--- src/rtl/johnson_phase_dec.sv ---
// Johnson code phase decoder: registered one-hot/binary phase,
// succession checking, lock FSM and saturating error statistics.
module johnson_phase_dec #(
  parameter int WIDTH    = 8,
  parameter int LOCK_CNT = 4,
  parameter int CNT_W    = 8
) (
  input  logic                          clk,
  input  logic                          rst,
  input  logic [WIDTH-1:0]              ctr_in,
  input  logic                          in_vld,
  input  logic                          clr_err,
  output logic [2*WIDTH-1:0]            phase,
  output logic [$clog2(2*WIDTH)-1:0]    phase_idx,
  output logic                          phase_vld,
  output logic                          wrap,
  output logic                          locked,
  output logic                          err,
  output logic                          err_sticky,
  output logic [CNT_W-1:0]              err_cnt
);

  localparam int IW = $clog2(2*WIDTH);
  localparam int GW = $clog2(LOCK_CNT+1);

  localparam logic [1:0] SEARCH = 2'd0;
  localparam logic [1:0] ACQ    = 2'd1;
  localparam logic [1:0] LOCKED = 2'd2;

  logic [1:0]         state;
  logic [GW-1:0]      gcnt;
  logic [IW-1:0]      prev_idx;
  logic               prev_vld;

  int                 ones;
  logic               legal;
  logic [IW-1:0]      idx_c;
  logic [IW-1:0]      nxt;
  logic               same;
  logic               good;
  logic               bad;
  logic               err_c;
  logic [2*WIDTH-1:0] onehot;

  // Count ones and check that the code has a single 0/1 boundary.
  always_comb begin
    ones  = 0;
    legal = 1'b1;
    for (int i = 0; i < WIDTH; i++)
      if (ctr_in[i]) ones++;
    for (int i = 0; i < WIDTH-1; i++)
      if (ctr_in[0] ? (!ctr_in[i] && ctr_in[i+1])
                    : (ctr_in[i] && !ctr_in[i+1]))
        legal = 1'b0;
  end

  assign idx_c  = ctr_in[0] ? IW'(2*WIDTH - ones) : IW'(ones);
  assign nxt    = (prev_idx == IW'(2*WIDTH-1)) ? '0 : prev_idx + 1'b1;
  assign same   = prev_vld && (idx_c == prev_idx);
  assign good   = prev_vld && (idx_c == nxt);
  assign bad    = prev_vld && !same && !good;
  assign err_c  = in_vld && (!legal || bad);
  assign onehot = {{(2*WIDTH-1){1'b0}}, 1'b1} << idx_c;
  assign locked = (state == LOCKED);

  // Lock state machine: acquire LOCK_CNT good steps, drop on any error.
  always_ff @(posedge clk or posedge rst) begin
    if (rst) begin
      state <= SEARCH;
      gcnt  <= '0;
    end else if (in_vld) begin
      if (err_c) begin
        state <= SEARCH;
        gcnt  <= '0;
      end else begin
        case (state)
          SEARCH: begin
            state <= ACQ;
            gcnt  <= '0;
          end
          ACQ: begin
            if (good) begin
              if (gcnt == GW'(LOCK_CNT-1)) state <= LOCKED;
              else gcnt <= gcnt + 1'b1;
            end
          end
          LOCKED: state <= LOCKED;
          default: begin
            state <= SEARCH;
            gcnt  <= '0;
          end
        endcase
      end
    end
  end

  // Registered phase outputs and previous-index tracking.
  always_ff @(posedge clk or posedge rst) begin
    if (rst) begin
      phase     <= '0;
      phase_idx <= '0;
      phase_vld <= 1'b0;
      wrap      <= 1'b0;
      err       <= 1'b0;
      prev_idx  <= '0;
      prev_vld  <= 1'b0;
    end else begin
      wrap <= 1'b0;
      err  <= err_c;
      if (!in_vld) begin
        phase     <= '0;
        phase_vld <= 1'b0;
      end else if (!legal) begin
        phase     <= '0;
        phase_vld <= 1'b0;
        prev_vld  <= 1'b0;
      end else begin
        phase     <= onehot;
        phase_idx <= idx_c;
        phase_vld <= 1'b1;
        prev_idx  <= idx_c;
        prev_vld  <= 1'b1;
        wrap      <= good && (idx_c == '0);
      end
    end
  end

  // Error statistics; a clear coinciding with an error keeps that error.
  always_ff @(posedge clk or posedge rst) begin
    if (rst) begin
      err_sticky <= 1'b0;
      err_cnt    <= '0;
    end else if (clr_err) begin
      err_sticky <= err_c;
      err_cnt    <= err_c ? CNT_W'(1) : '0;
    end else if (err_c) begin
      err_sticky <= 1'b1;
      if (err_cnt != '1) err_cnt <= err_cnt + 1'b1;
    end
  end

endmodule

--- config.mk ---
export PLATFORM = sky130hd
export DESIGN_NAME = johnson_phase_dec
export DESIGN_NICKNAME = d
export VERILOG_FILES = /design/src/rtl/johnson_phase_dec.sv
export SDC_FILE = /design/constraint.sdc
export NUM_CORES = 1
export LEC_CHECK = 0
export ABC_AREA = 1
export BUFFER_PORTS_ARGS = -buffer_cell sky130_fd_sc_hd__clkbuf_2
export CAP_MARGIN = 20
export CORE_MARGIN = 4
export CORE_UTILIZATION = 50
export CTS_BUF_LIST = sky130_fd_sc_hd__clkbuf_8
export DETAILED_ROUTE_END_ITERATION = 6
export GPL_ROUTABILITY_DRIVEN = 0
export PLACE_DENSITY = 0.72
export SLEW_MARGIN = 20
export SYNTH_ARGS = -nofsm -noshare
export SYNTH_HDL_FRONTEND = slang
export SYNTH_SLANG_ARGS = --single-unit
--- constraint.sdc ---
create_clock -name clk -period 4.05 [get_ports clk]
set_input_delay 0 -clock clk [delete_from_list [all_inputs] [get_ports clk]]
set_output_delay 0 -clock clk [all_outputs]
set_load 0.05 [all_outputs]
==> results list, run 1 <==
- The internal power of the cells totals roughly 1.1 mW.
* Worst R2R Path Depth: 17
- Vias in the first global route: 2,918
- Most common cell after layout, fill and taps aside: sky130_fd_sc_hd__nand2_1
- Reg-to-Reg Start: prev_idx[1]
- Counting every net in the synthesized netlist gives 419.
* Most frequent cells in the layout: 99 x sky130_fd_sc_hd__nand2_1, 75 x sky130_fd_sc_hd__buf_4, 42 x sky130_fd_sc_hd__clkbuf_2, 40 x sky130_fd_sc_hd__inv_1, 38 x sky130_fd_sc_hd__dfrtp_1
- Sort of element at the start of the critical path: primary input
- Run status: finished, violations left
* Violations in the final reports: setup timing
* Number of slew-limit violations in the final report: 0
* Final antenna-violating net count: 0
* WL/cell: 15.0 microns
- IR drop worst, VDD: 0.000321 V
- Clock transition at the registers of the reported paths: 80 ps
- Startpoint of the worst hold path: clr_err
- First DRT Iteration DRCs: 197
* Number of placement rows: 26
- Pin count of the biggest net entering global routing: 39
* Achievable Freq: 0.232 GHz
- Transition time at the pin with the least slew margin: around 470 ps
* Worst reg2reg path endpoint: err_cnt[7]
- Hold Path Cell Cnt: 4
- Yosys reg bits: 38
- Setup ws final: -266 ps
- Post-route clock skew: 9.77 ps
* Final setup fails: 16
- Total number of vias: roughly 3,200
* Post-Synthesis Cell Area: 2800 sq um
- Share of synthesized area occupied by flip-flops and latches: 33.9%
- The net count of the finished layout is 549.
- STA puts the critical path data required time at 4290 ps.
- Setup repair after global routing could not meet its margin everywhere.
- Power spread over the standard cell area amounts to 429 nW/um^2.
* Top cells by area, synth: sky130_fd_sc_hd__dfrtp_1 34%, sky130_fd_sc_hd__nand2_1 16%, sky130_fd_sc_hd__ha_1 7.6%
- First-pass iteration count of the detailed router: 5
- Cell with the largest stage delay on the worst path: sky130_fd_sc_hd__ha_4
- Total DRC errors in the routed layout: 0
- HPWL after detailed placement: around 5000 microns
- For the worst-skew pair, the clock arrives at the later sink with an insertion delay of 300 ps.
- Summed over its instances, the top area cell type makes up 33.9% of the synthesized netlist area.
- For this run, the number of Yosys warnings is 0.
- Total power draw: 1.84 mW
- Period utilisation layout: 107%
- Remaining global-route overflow: 0
- Sequential cells account for 25.2% of the total power.
- Post-synth EDFFs: 0
- For the finished layout, the period the worst path requires is 4320 ps.
- Max-cap violations in this run came to 0.
- The initial utilization of the core area, before any placement, comes to a little over half.
- Die area: 6860 sq um
* Clock power frac: about a fifth
* Antenna violations before repair: 0
* Setup slack of the worst register-to-register path: 1730 ps
* Slew margin rel.: 68.8%
* Gate count after technology mapping: 390
* Final hold slack: 56.7 ps
- During placement, the flow inserted port buffers numbering 44.
- Clock net sink count: 38
- The critical path in this run is classified as primary input to flip-flop.
- The hold violation count in the final report is 0.
* Die Wd: 82.9 microns
- Clock tree synthesis selected as its root buffer the cell sky130_fd_sc_hd__clkbuf_8.
- Relative contribution of combinational cells to total power: 53.5%
- Maximum clock path buffer count: 2
- Post-synthesis area per instance: 7.18 sq um
- The core region is 5270 sq um.
- In this run the static leakage power is 2.34 nW.
* Wire length of the first global-routing pass: 12,900 microns
- In this run the number of H-tree levels came out at 2.
* Net Sw Power: 0.762 mW
- For hold timing, the worst endpoint is err_cnt[4].
- For this run, the leading register cell type out of synthesis is sky130_fd_sc_hd__dfrtp_1.
- After detailed routing, the number of vias per cell comes to 5.34.
* CTS tree: built
- In this run the vertical extent of the chip is 82.9 microns.
- Number of diodes: 0
- Setup crit end kind: flip-flop
- Switching power as a share of total power: 41.5%
* Crit path DAT: 4560 ps
* Largest driver fanout on the critical path: 6
- Prior to clock tree synthesis, the placed netlist has a worst setup slack of -867 ps.
- Largest area contributor in the synthesized netlist: sky130_fd_sc_hd__dfrtp_1
- Hold WC Path Type: primary input to flip-flop
- After synthesis, the netlist uses 30 different library cells.
- GRT Util Overall: 22.3%
- Longest individual stage delay on the worst path: between 200 and 300 ps
- From synthesis to final layout, the design area changed by 52.8%.
- between 40 and 50 I/O pins were placed.
* Number of buffers created by CTS: 5
* Share of final-layout standard cells stronger than drive strength 1: 45.1%
- Synth async-reset ratio: 100%
- The final layout contains routed wiring with a total length of 8840 microns.
## metal layers
layer	GRT usage, %	vias up	share of wire, %
met3	3.76	39	4.6
met1	25.4	1504	37
met5	0	-	0
met2	40.4	124	54
met4	9.96	0	4.8
li1	-	1489	-
## worst max-delay path by stage
| stage | start | end | slack [ps] | depth (start not counted) |
|---|---|---|---|---|
| 3_3_place_gp | ctr_in[0] | err_cnt[7] | -720 | 38 |
| 4_1_cts | ctr_in[0] | err_cnt[7] | -240 | 38 |
| 5_1_grt | ctr_in[0] | err_cnt[7] | -500 | 37 |
| 2_1_floorplan | ctr_in[0] | gcnt[0] | -510 | 35 |
| 3_5_place_dp | ctr_in[0] | gcnt[1] | -870 | 37 |
| 6_report | ctr_in[0] | err_cnt[7] | -270 | 37 |
## registers in the layout, summed over array words and instances (netlist names)
| register | flops |
|---|---|
| gcnt | 3 |
| phase | 16 |
| err_cnt | 8 |
| state | 2 |
| phase_vld | 1 |
| err | 1 |
| wrap | 1 |
| prev_vld | 1 |
| err_sticky | 1 |
| prev_idx | 4 |
## cell families after synthesis
| logic type | share of synthesized area (%) |
|---|---|
| and+or+nand+nor | 40.9 |
| buffers and inverters | 7.19 |
| DFF | 33.9 |
| AOI/OAI and AO/OA | 6.25 |
| adders and majority gates | 7.59 |
| xor gates and xnor gates | 4.11 |
## through the flow
stage / utilization, % / setup TNS (ps) / area, sq um / instances
after detailed placement: 65.8 / -17340 / 3470 / 542
after global placement: 65.8 / -12640 / 3470 / 542
after global routing: 81.2 / -7400 / 4280 / 591
after floorplan: - / -6820 / 2870 / 390
after CTS: 74.5 / -2970 / 3930 / 584
final: 81.2 / -3600 / 4280 / 591
## cells in the mapped netlist, types with 2 or more instances
cell                       number
sky130_fd_sc_hd__nor2_1        38
sky130_fd_sc_hd__inv_2          3
sky130_fd_sc_hd__or2_2          8
sky130_fd_sc_hd__nand4_1        3
sky130_fd_sc_hd__nand2_4        3
sky130_fd_sc_hd__nand3_1       34
sky130_fd_sc_hd__dfrtp_1       38
sky130_fd_sc_hd__a21oi_1       13
sky130_fd_sc_hd__a21boi_0       2
sky130_fd_sc_hd__nand3_2       10
sky130_fd_sc_hd__nand2_1      121
sky130_fd_sc_hd__xnor3_1        2
sky130_fd_sc_hd__inv_1         48
sky130_fd_sc_hd__buf_2          2
sky130_fd_sc_hd__ha_1          17
sky130_fd_sc_hd__nor3_1         2
sky130_fd_sc_hd__nand2_2       16
sky130_fd_sc_hd__xor2_1         8
sky130_fd_sc_hd__o21ai_0       10
sky130_fd_sc_hd__nor2_2         2
## power by group through the flow
stage	registers [mW]	logic, mW	clock network (mW)
floorplan	0.546	0.425	0
global placement	0.463	0.681	0
detailed placement	0.465	0.695	0
CTS	0.458	0.794	0.391
global route	0.469	1.05	0.412
finish	0.463	0.981	0.391
## critical path, delay by kind of cell
family                     cells  cell delay, ps
and+or+nand+nor               24            2570
adders and majority gates      6            1380
buffers and inverters          7             580
## layout make-up
class | count | area, sq um
inverters | 51 | 200
clock buffers | 5 | 68.8
clock inverters | 3 | 68.8
multi-input cells | 299 | 2040
fillers | 335 | 990
repair buffers | 125 | 866
well taps | 70 | 87.6
flip-flops and latches | 38 | 951
## timing repair
item,4_1_cts,5_1_grt
endpoints found under the setup margin,20,32
setup buffers,33,9
pin swaps,17,31
hold buffers,1,0
resized for setup,13,73
endpoints found under the hold margin,38,0
(Power assumes the default switching activity.)
==> inputs of run 2 (changes only) <==
Settings changed: CORE_MARGIN 4 to default.
==> run 2 against run 1 <==
The run still ends with setup timing left. Critical endpoint is now gcnt[0]. Via count decreased by 7.1%. Design area shrank 3.8%. Largest cell class unchanged. Core utilization decreased by 2.6 points. Largest power group unchanged.
==> results list, run 2 (synthesis gave the netlist of run 1 again) <==
- Run status: finished, violations left
* Violations in the final reports: setup timing
* Unrepaired setup endpoints after global routing: true
- Counting along the longest clock path gives a buffer depth of 2.
* Die outline height: 76.9 microns
- On the worst path, the slowest cell contributes a delay of 320 ps.
- Hold Vio Cnt, Final: 0
- Reg-to-Reg Start: prev_idx[0]
* Most common cell after layout, fill and taps aside: sky130_fd_sc_hd__nand2_1
- Non-Filler Cell Area, Final: 4120 sq um
* Worst reg2reg path endpoint: gcnt[0]
- Endpoint required time on the critical path: 4290 ps
* Antenna violations before repair: 0
* Nets: about 540
* Effective utilization at floorplan: 53.5%
- First-pass iteration count of the detailed router: 5
- Share of final-layout standard cells stronger than drive strength 1: 42.3%
- The final critical path takes up 108% of the cycle.
- Port bufs: 44
- The library cells used most frequently in the layout, excluding fill and tap cells, are 102 x sky130_fd_sc_hd__nand2_1, 65 x sky130_fd_sc_hd__buf_4, 42 x sky130_fd_sc_hd__clkbuf_2, 39 x sky130_fd_sc_hd__inv_1, 38 x sky130_fd_sc_hd__dfrtp_1.
- Number of flip-flops under the largest register name: 16
- Placement-stage cell area: between 3000 and 4000 sq um
- Static Leak: 2.27 nW
- Number of slew-limit violations in the final report: 0
- The clock drives 38 sinks.
* Sort of element at the start of the critical path: primary input
* Pin count of the biggest net entering global routing: 39
- Dividing the detail-routed wire length by the instance count gives 12.5 microns.
* Post-layout min period: around 4400 ps
- Vias in the first global route: 2,688
- Origin of the worst setup path: ctr_in[1]
* Setup ws final: -324 ps
- Library cell appearing most often on the critical path: sky130_fd_sc_hd__nand2_4
- Transition time at the pin with the least slew margin: 455 ps
- The later pin in the worst-skew pair is clocked with a latency of 290 ps.
* Max-cap violations: 0
* H-tree level count: 2
- The worst pin sits at a relative slew slack of 69.7%.
- Total number of vias: 2,931
* Total area of multi-input combinational cells: 1930 sq um
- Setup crit end kind: flip-flop
- Summed over all layers, the global routing overflow is 0.
- Final Routed Wirelength: 7250 microns
* Setup slack of the worst register-to-register path: 1720 ps
- CTS tree: built
* Sequential cell area: ~950 sq um
- Io pins: 45
* Fillers: around 340
- Along the worst path, the maximum fanout reaches 5.
- Post-placement worst setup slack: -846 ps
- GRT Util Overall: between 20% and 30%
* Cell with the largest stage delay on the worst path: sky130_fd_sc_hd__or2_2
* IR drop worst, VDD: 0.000378 V
- Final hold slack: roughly 43 ps
- Buffers inserted during clock tree synthesis total 5.
* Worst Setup EP: gcnt[0]
- Number of placed instances with taps included: 542
* Worst R2R Path Depth: 14
- The root buffer cell chosen for the clock tree is sky130_fd_sc_hd__clkbuf_8.
* Register with the highest flop count: phase
- The floorplan step set the die width to 76.9 microns.
* P per Cell Area: 422 nW/um^2
- Number of placement rows: 26
- Post-layout instance count excluding filler cells: 581
- The largest registers in the layout are phase x16, err_cnt x8, prev_idx x4.
- Number of diodes: 0
* Via count normalized by instance count: 5.04
* Post-route clock skew: approximately 6 ps
- The first global-routing pass estimated 11,700 microns of wire.
- Setup violations remaining at the end of the flow were counted as 15.
- Based on the critical path, the design can be clocked at up to 0.229 GHz.
* Final antenna-violating net count: 0
- Area delta synth->final: 47.0%
* HPWL after detailed placement: roughly 4700 microns
- Data arrives at the worst endpoint at 4610 ps.
- Die area: 5910 sq um
- The detailed router finished its first iteration with between 150 and 200 violations.
- In this run the worst hold path is classified as primary input to flip-flop.
* Worst Setup Path Type: primary input to flip-flop
- Core Region: 5240 sq um
* Clock transition at the registers of the reported paths: 70 ps
* Total DRC errors in the routed layout: 0
==> run 2: worst min path at each step <==
stage	startpoint	to	slack, ps	cells past startpoint
after floorplan	in_vld	err	150	2
after global placement	rst	err_cnt[1]	110	3
after detailed placement	rst	phase[0]	110	3
after CTS	clr_err	err_cnt[4]	40	4
after global routing	clr_err	err_cnt[3]	60	4
final	clr_err	err_cnt[7]	40	4
==> run 2: per-stage QoR <==
stage | utilization (%) | power (mW) | TNS [ps]
CTS | 74.7 | 1.65 | -4270
detailed placement | 66.2 | 1.16 | -17120
floorplan | - | 0.972 | -6820
global route | 78.6 | 1.85 | -6090
finish | 78.6 | 1.74 | -3470
global placement | 66.2 | 1.14 | -13780
==> run 2: critical path, delay by kind of cell <==
kind	cells	cell delay [ps]
and+or+nand+nor	23	2780
adders and majority gates	6	1320
buffers and inverters	6	490
==> run 2: power by group <==
part	switching [mW]	internal (mW)	leakage, nW	total, mW
registers	0.0441	0.417	0.514	0.461
logic	0.506	0.375	1.68	0.881
clock network	0.132	0.263	0.0714	0.395
total	0.682	1.05	2.27	1.74
==> run 2: timing repair <==
action	4_1_cts	5_1_grt
gates resized for setup	20	44
hold buffers	1	0
endpoints found under the setup margin	22	34
pin swaps	30	42
buffers inserted	26	8
endpoints found under the hold margin	38	0
==> run 2: cell type report <==
class | count | share of cell area (%)
repair buffers | 115 | 19.4
flip-flops and latches | 38 | 23.1
multi-input cells | 299 | 47.0
inverters | 51 | 4.92
well taps | 70 | 2.13
clock inverters | 2 | 1.46
clock buffers | 6 | 2.01
==> run 2: layer usage <==
metal  wire (microns)  vias to the layer above  track usage, %
li1                 -                     1471               -
met1             3040                     1373            28.7
met2             3780                       68            44.6
met3              259                       19            3.81
met4              167                        0            10.6
met5                0                        -               0
